`config.mk`:
```
export PLATFORM = sky130hd
export DESIGN_NAME = multicycle_core
export DESIGN_NICKNAME = d
export VERILOG_FILES = /design/src/rtl/multicycle_core.sv
export SDC_FILE = /design/constraint.sdc
export NUM_CORES = 2
export LEC_CHECK = 0
export CORE_ASPECT_RATIO = 0.5
export CORE_UTILIZATION = 49
export DETAILED_ROUTE_END_ITERATION = 12
export PLACE_DENSITY = 0.68
export SETUP_SLACK_MARGIN = 0.05
export SYNTH_ARGS = -nofsm -noshare
export SYNTH_HDL_FRONTEND = slang
export SYNTH_SLANG_ARGS = --single-unit
```
`constraint.sdc`:
```
create_clock -name clk -period 4.8 [get_ports clk]
set_input_delay 0.48 -clock clk [delete_from_list [all_inputs] [get_ports clk]]
set_output_delay 0.48 -clock clk [all_outputs]
set_load 0.005 [all_outputs]
```
`src/rtl/multicycle_core.sv`:
```
// Multi-cycle RV32I subset core with one unified req/ready memory port.
// Optional perf counters: define MULTICYCLE_CORE_PERF_CNT_EN.
module multicycle_core #(
   parameter int          NREGS    = 32,
   parameter logic [31:0] RESET_PC = 32'h0000_0000,
   parameter int          ADDR_W   = 32
) (
   input  logic              clk,
   input  logic              reset,
   output logic              mem_req,
   output logic              mem_we,
   output logic [ADDR_W-1:0] mem_addr,
   output logic [31:0]       mem_wdata,
   input  logic [31:0]       mem_rdata,
   input  logic              mem_ready,
   output logic [31:0]       pc_out,
   output logic              trap
`ifdef MULTICYCLE_CORE_PERF_CNT_EN
   ,
   output logic [63:0]       cycle_cnt,
   output logic [63:0]       instret_cnt
`endif
);

   localparam int RW = (NREGS == 16) ? 4 : 5;

   typedef enum logic [2:0] {
      S_FETCH, S_DECODE, S_EXEC, S_MEM, S_WB, S_TRAP
   } state_e;

   state_e state_q, state_d;

   logic [31:0] pc_q, pc_d;
   logic [31:0] ir_q, ir_d;
   logic [31:0] a_q, a_d;
   logic [31:0] b_q, b_d;
   logic [31:0] imm_q, imm_d;
   logic [31:0] old_pc_q, old_pc_d;
   logic [31:0] alu_q, alu_d;
   logic [31:0] mdr_q, mdr_d;
   logic [31:0] regs_q [NREGS];
   logic [31:0] regs_d [NREGS];

   logic [6:0] opc, f7;
   logic [2:0] f3;
   logic [4:0] rd, rs1, rs2;
   logic [31:0] imm_i, imm_s, imm_b;

   assign opc = ir_q[6:0];
   assign rd  = ir_q[11:7];
   assign f3  = ir_q[14:12];
   assign rs1 = ir_q[19:15];
   assign rs2 = ir_q[24:20];
   assign f7  = ir_q[31:25];

   assign imm_i = {{20{ir_q[31]}}, ir_q[31:20]};
   assign imm_s = {{20{ir_q[31]}}, ir_q[31:25], ir_q[11:7]};
   assign imm_b = {{19{ir_q[31]}}, ir_q[31], ir_q[7],
                   ir_q[30:25], ir_q[11:8], 1'b0};

   logic is_r, is_addi, is_lw, is_sw, is_beq;
   logic idx_bad, illegal;

   always_comb begin
      is_r    = (opc == 7'b0110011) &&
                (((f7 == 7'b0000000) &&
                  (f3 == 3'b000 || f3 == 3'b010 ||
                   f3 == 3'b110 || f3 == 3'b111)) ||
                 ((f7 == 7'b0100000) && (f3 == 3'b000)));
      is_addi = (opc == 7'b0010011) && (f3 == 3'b000);
      is_lw   = (opc == 7'b0000011) && (f3 == 3'b010);
      is_sw   = (opc == 7'b0100011) && (f3 == 3'b010);
      is_beq  = (opc == 7'b1100011) && (f3 == 3'b000);
      // Only the index fields a format actually uses are range-checked.
      idx_bad = (NREGS == 16) && (
         (is_r && (rd[4] || rs1[4] || rs2[4])) ||
         ((is_addi || is_lw) && (rd[4] || rs1[4])) ||
         ((is_sw || is_beq) && (rs1[4] || rs2[4])));
      illegal = !(is_r || is_addi || is_lw || is_sw || is_beq)
                || idx_bad;
   end

   logic [31:0] op_a, op_b, alu_res;
   logic op_sub, op_and, op_or, op_slt, br_eq;

   always_comb begin
      op_a   = is_beq ? old_pc_q : a_q;
      op_b   = is_r ? b_q : imm_q;
      op_sub = is_r && (f3 == 3'b000) && f7[5];
      op_and = is_r && (f3 == 3'b111);
      op_or  = is_r && (f3 == 3'b110);
      op_slt = is_r && (f3 == 3'b010);
      br_eq  = (a_q == b_q);
      unique case (1'b1)
         op_sub:  alu_res = op_a - op_b;
         op_and:  alu_res = op_a & op_b;
         op_or:   alu_res = op_a | op_b;
         op_slt:  alu_res = {31'b0, $signed(op_a) < $signed(op_b)};
         default: alu_res = op_a + op_b;
      endcase
   end

   always_ff @(posedge clk or negedge reset) begin
      if (!reset) begin
         state_q  <= S_FETCH;
         pc_q     <= RESET_PC;
         ir_q     <= '0;
         a_q      <= '0;
         b_q      <= '0;
         imm_q    <= '0;
         old_pc_q <= '0;
         alu_q    <= '0;
         mdr_q    <= '0;
         for (int i = 0; i < NREGS; i++) regs_q[i] <= '0;
      end else begin
         state_q  <= state_d;
         pc_q     <= pc_d;
         ir_q     <= ir_d;
         a_q      <= a_d;
         b_q      <= b_d;
         imm_q    <= imm_d;
         old_pc_q <= old_pc_d;
         alu_q    <= alu_d;
         mdr_q    <= mdr_d;
         regs_q   <= regs_d;
      end
   end

   always_comb begin
      state_d = state_q;
      unique case (state_q)
         S_FETCH:  if (mem_ready) state_d = S_DECODE;
         S_DECODE: state_d = illegal ? S_TRAP : S_EXEC;
         S_EXEC: begin
            unique case (1'b1)
               is_beq:
                  state_d = (br_eq && alu_res[1:0] != 2'b00)
                            ? S_TRAP : S_FETCH;
               is_lw, is_sw:
                  state_d = (alu_res[1:0] != 2'b00) ? S_TRAP : S_MEM;
               default: state_d = S_WB;
            endcase
         end
         S_MEM:   if (mem_ready) state_d = is_sw ? S_FETCH : S_WB;
         S_WB:    state_d = S_FETCH;
         default: state_d = S_TRAP;
      endcase
   end

   always_comb begin
      pc_d     = pc_q;
      ir_d     = ir_q;
      a_d      = a_q;
      b_d      = b_q;
      imm_d    = imm_q;
      old_pc_d = old_pc_q;
      alu_d    = alu_q;
      mdr_d    = mdr_q;
      regs_d   = regs_q;
      unique case (state_q)
         S_FETCH: begin
            if (mem_ready) begin
               ir_d = mem_rdata;
               pc_d = pc_q + 32'd4;
            end
         end
         S_DECODE: begin
            a_d      = regs_q[rs1[RW-1:0]];
            b_d      = regs_q[rs2[RW-1:0]];
            old_pc_d = pc_q - 32'd4;
            unique case (1'b1)
               is_sw:   imm_d = imm_s;
               is_beq:  imm_d = imm_b;
               default: imm_d = imm_i;
            endcase
         end
         S_EXEC: begin
            alu_d = alu_res;
            if (is_beq && br_eq && alu_res[1:0] == 2'b00)
               pc_d = alu_res;
         end
         S_MEM: begin
            if (mem_ready && !is_sw) mdr_d = mem_rdata;
         end
         S_WB: begin
            if (rd != 5'd0)
               regs_d[rd[RW-1:0]] = is_lw ? mdr_q : alu_q;
         end
         default: ;
      endcase
   end

   logic              req_c, we_c;
   logic [ADDR_W-1:0] addr_c;
   logic [31:0]       wdata_c;

   always_comb begin
      req_c   = 1'b0;
      we_c    = 1'b0;
      addr_c  = '0;
      wdata_c = '0;
      trap    = (state_q == S_TRAP);
      unique case (state_q)
         S_FETCH: begin
            req_c  = 1'b1;
            addr_c = pc_q[ADDR_W-1:0];
         end
         S_MEM: begin
            req_c   = 1'b1;
            we_c    = is_sw;
            addr_c  = alu_q[ADDR_W-1:0];
            wdata_c = b_q;
         end
         default: ;
      endcase
   end

   // Gated by reset so the bus idles the instant reset asserts.
   assign mem_req   = req_c & reset;
   assign mem_we    = we_c & reset;
   assign mem_addr  = reset ? addr_c : '0;
   assign mem_wdata = reset ? wdata_c : '0;
   assign pc_out    = pc_q;

`ifdef MULTICYCLE_CORE_PERF_CNT_EN
   logic [63:0] cycle_cnt_q, cycle_cnt_d;
   logic [63:0] instret_cnt_q, instret_cnt_d;
   logic        retire;

   always_comb begin
      retire = (state_d == S_FETCH) &&
               (state_q == S_WB || state_q == S_EXEC ||
                state_q == S_MEM);
      cycle_cnt_d   = (state_q == S_TRAP) ? cycle_cnt_q
                                          : cycle_cnt_q + 64'd1;
      instret_cnt_d = retire ? instret_cnt_q + 64'd1 : instret_cnt_q;
   end

   always_ff @(posedge clk or negedge reset) begin
      if (!reset) begin
         cycle_cnt_q   <= '0;
         instret_cnt_q <= '0;
      end else begin
         cycle_cnt_q   <= cycle_cnt_d;
         instret_cnt_q <= instret_cnt_d;
      end
   end

   assign cycle_cnt   = cycle_cnt_q;
   assign instret_cnt = instret_cnt_q;
`endif

endmodule
```
==> reports/qor.yml <==
synth_flop_cell: "dfrtp_1"
grt_overflow: 0
synth_nets: 6360
synth_top_area_share_pct: 46.2
wl_um: 239000
layout_common_cells: "dfrtp_1, nand2_1, o21ai_0"
ios: 134
synth.area.top_cells: "dfrtp_1, mux4_2, o21ai_0, nand2_1, a21oi_1"
finalMaxSlewViolations: 0
core_area_mm2: 0.138
final_util_pct: 56.6
cp_max_fo: 8
worst_clock_skew_ns: 0.0914
status: "finished clean"
drive_above_1_share_pct: 23.7
dp_hpwl_um: 150000
layout_commonest_cell: "dfrtp_1"
fin_tns_setup_ns: 0
rsz0062_at_grt: "yes"
cts_buffers: 116
worstSetupPathType: "reg -> reg"
grt_start_max_net_pins: 190
drtPass1Iterations: 5
final_cells: 8152
place_congestion: 0.950
cts_tree: "done"
grt_pass1_vias: 52700
setup_violations: 0
synth-edff-count: 0
crit_path_end_kind: "register"
synth-seq-cells: 1264
cap_violations: 0
yosys.area.top_type: "dfrtp_1"
fmax_mhz: 209
antenna_found_initial: 13
r2r_cells: 20
fillers: 11300
drtAntennaViolNets: 0
max-vdd-ir-drop_mv: 0.251
drc: 0
cp.required_ns: 5.40
hold_class: "in -> async"
fp-row-count: 96
startpoint_type: "register"
die-area_mm2: 0.141
die_h_um: 266
avgSynthCellArea_um2: 11.0
tightest_slew_ns: 1.26
dieWidth_um: 531
drt_iter0_markers: 6372
yosys_warnings: 0
nets: 6321
layout_min_cycle_time_ns: 4.80
slew_headroom_pct: 16.2
path_clk_slew_ns: 0.07
clock_sinks: 1264
syn_inst: 6225
ys_types: 77
via_per_inst: 6.60
gr-usage-all-layers_pct: 34.0
grt_pass1_wl_um: 350000
async_flop_share_pct: 100
initial_core_util_pct: 49.6
area_growth_pct: 14.0
cts_root_buf: "clkbuf_16"
ys_seq_area_share_pct: 46.2
power.density_mw_per_mm2: 281
hold_viol: 0
via_count: 53800
clock_latency_ns: 0.78
post-route-period-util_pct: 99.9
cts-htree-levels: 3
portBuffers: 133
p_leak_uw: 0.0325
wl_per_cell_um: 29.3
cp.arrival_ns: 5.40
placed_cells: 7912
clock_path_buffers: 3
synth_area_mm2: 0.0684
==> through the flow <==
stage / power [uW] / hold slack [ns] / area [um^2] / setup slack, ns
after floorplan: 11400 / 0.184 / 68400 / 0.131
after global placement: 11900 / 0.376 / 72900 / -0.109
after detailed placement: 12000 / 0.384 / 72900 / -0.0802
after CTS: 22000 / 0.247 / 77300 / 0.0379
after global routing: 22500 / 0.285 / 78000 / -0.0971
final: 21900 / 0.237 / 78000 / 0.00386
==> timing repair <==
item | CTS | global route
pin swaps | 2 | 31
buffers inserted | 1 | 16
resized for setup | 31 | 129
hold buffers | 1 | 0
endpoints found under the hold margin | 63 | 0
setup endpoints to repair | 22 | 48
==> worst paths after layout <==
check | to | slack, ns | from
max | pc_out[25]$_DFFE_PN0P_ | 0.004 | ir_q[29]$_DFFE_PN0P_
min | ir_q[17]$_DFFE_PN0P_ | 0.24 | reset
max reg2reg | pc_out[25]$_DFFE_PN0P_ | 0.004 | ir_q[29]$_DFFE_PN0P_
min reg2reg | regs_q[1014]$_DFFE_PN0P_ | 0.40 | regs_q[1014]$_DFFE_PN0P_
max in group asynchronous | regs_q[989]$_DFFE_PN0P_ | 2.47 | reset
min in group clk | regs_q[1014]$_DFFE_PN0P_ | 0.40 | regs_q[1014]$_DFFE_PN0P_
==> cells in the mapped netlist (7+ instances only) <==
master,number
buf_1,61
o211a_1,7
and3_1,9
a211oi_1,8
o211ai_1,11
nand4_1,19
inv_1,111
o22a_1,7
o221ai_1,12
clkbuf_1,516
xnor2_1,41
or4_1,9
nor4_1,17
ha_1,98
nand2_1,839
a21o_1,41
a31oi_1,22
mux2i_1,108
mux4_2,640
mux2_2,107
o21ai_0,784
a21oi_1,524
xor2_1,19
buf_2,21
o31ai_1,18
nor2b_1,15
a22o_1,33
o22ai_1,10
nor3_1,52
or3_1,14
a221oi_1,16
and2_1,36
nand3_1,33
nand2b_1,20
dfrtp_1,1264
o21bai_1,13
nor2_1,555
o21a_1,20
==> critical path, stage by stage, from the launching register on <==
cell,delay [ns]
dfrtp_1,0.37
or4b_1,0.51
or4_4,0.45
nor2_4,0.20
buf_12,0.17
buf_8,0.14
mux2_4,0.20
inv_4,0.05
ha_4,0.15
nor2b_4,0.11
o211ai_1,0.32
a21oi_1,0.15
or3_4,0.41
buf_6,0.14
o31ai_4,0.31
o41ai_4,0.16
a211o_1,0.37
buf_6,0.13
nand3_1,0.06
o32a_1,0.15
a31oi_1,0.08
==> power by group <==
group | internal (uW) | switching, uW
logic | 343 | 600
registers | 10700 | 130
clock network | 5690 | 4500
==> logic make-up (layout without fill, tap and decap cells) <==
logic type	count (synthesis)	in the layout	share of synthesized area (%)
fa+ha+maj	100	100	1.85
buf+inv	717	778	4.03
simple gates	1640	1640	9.82
other cells	0	4	0
mux	855	855	24.4
xor+xnor	60	60	0.768
flops	1264	1264	46.2
compound gates	1589	1589	12.9
==> layer usage <==
layer / vias to the layer above / GRT usage, % / wire length, um
met5: - / 0 / 39
met4: 6 / 11.8 / 9070
li1: 22400 / - / -
met1: 27600 / 47.9 / 94900
met3: 570 / 11.5 / 30700
met2: 3162 / 49.1 / 104000
==> sequential cells by signal, summed over array words and instances (netlist names) <==
| register | flops |
|---|---|
| b_q | 32 |
| a_q | 32 |
| old_pc_q | 32 |
| state_q | 3 |
| alu_q | 32 |
| mdr_q | 32 |
| pc_out | 32 |
| imm_q | 13 |
| ir_q | 32 |
| regs_q | 1024 |
==> area by class of cell <==
cell class | instances | area, um^2 | share of cell area, %
Sequential cell | 1264 | 31700 | 40.6
Clock buffer | 167 | 3460 | 4.43
Inverter | 112 | 425 | 0.545
Antenna cell | 4 | 10.0 | 0.0128
Tap cell | 1862 | 2330 | 2.99
Timing Repair Buffer | 448 | 4160 | 5.34
Clock inverter | 51 | 711 | 0.911
Multi-Input combinational cell | 4244 | 35300 | 45.2
No activity file was read; power rests on OpenSTA's default activity.
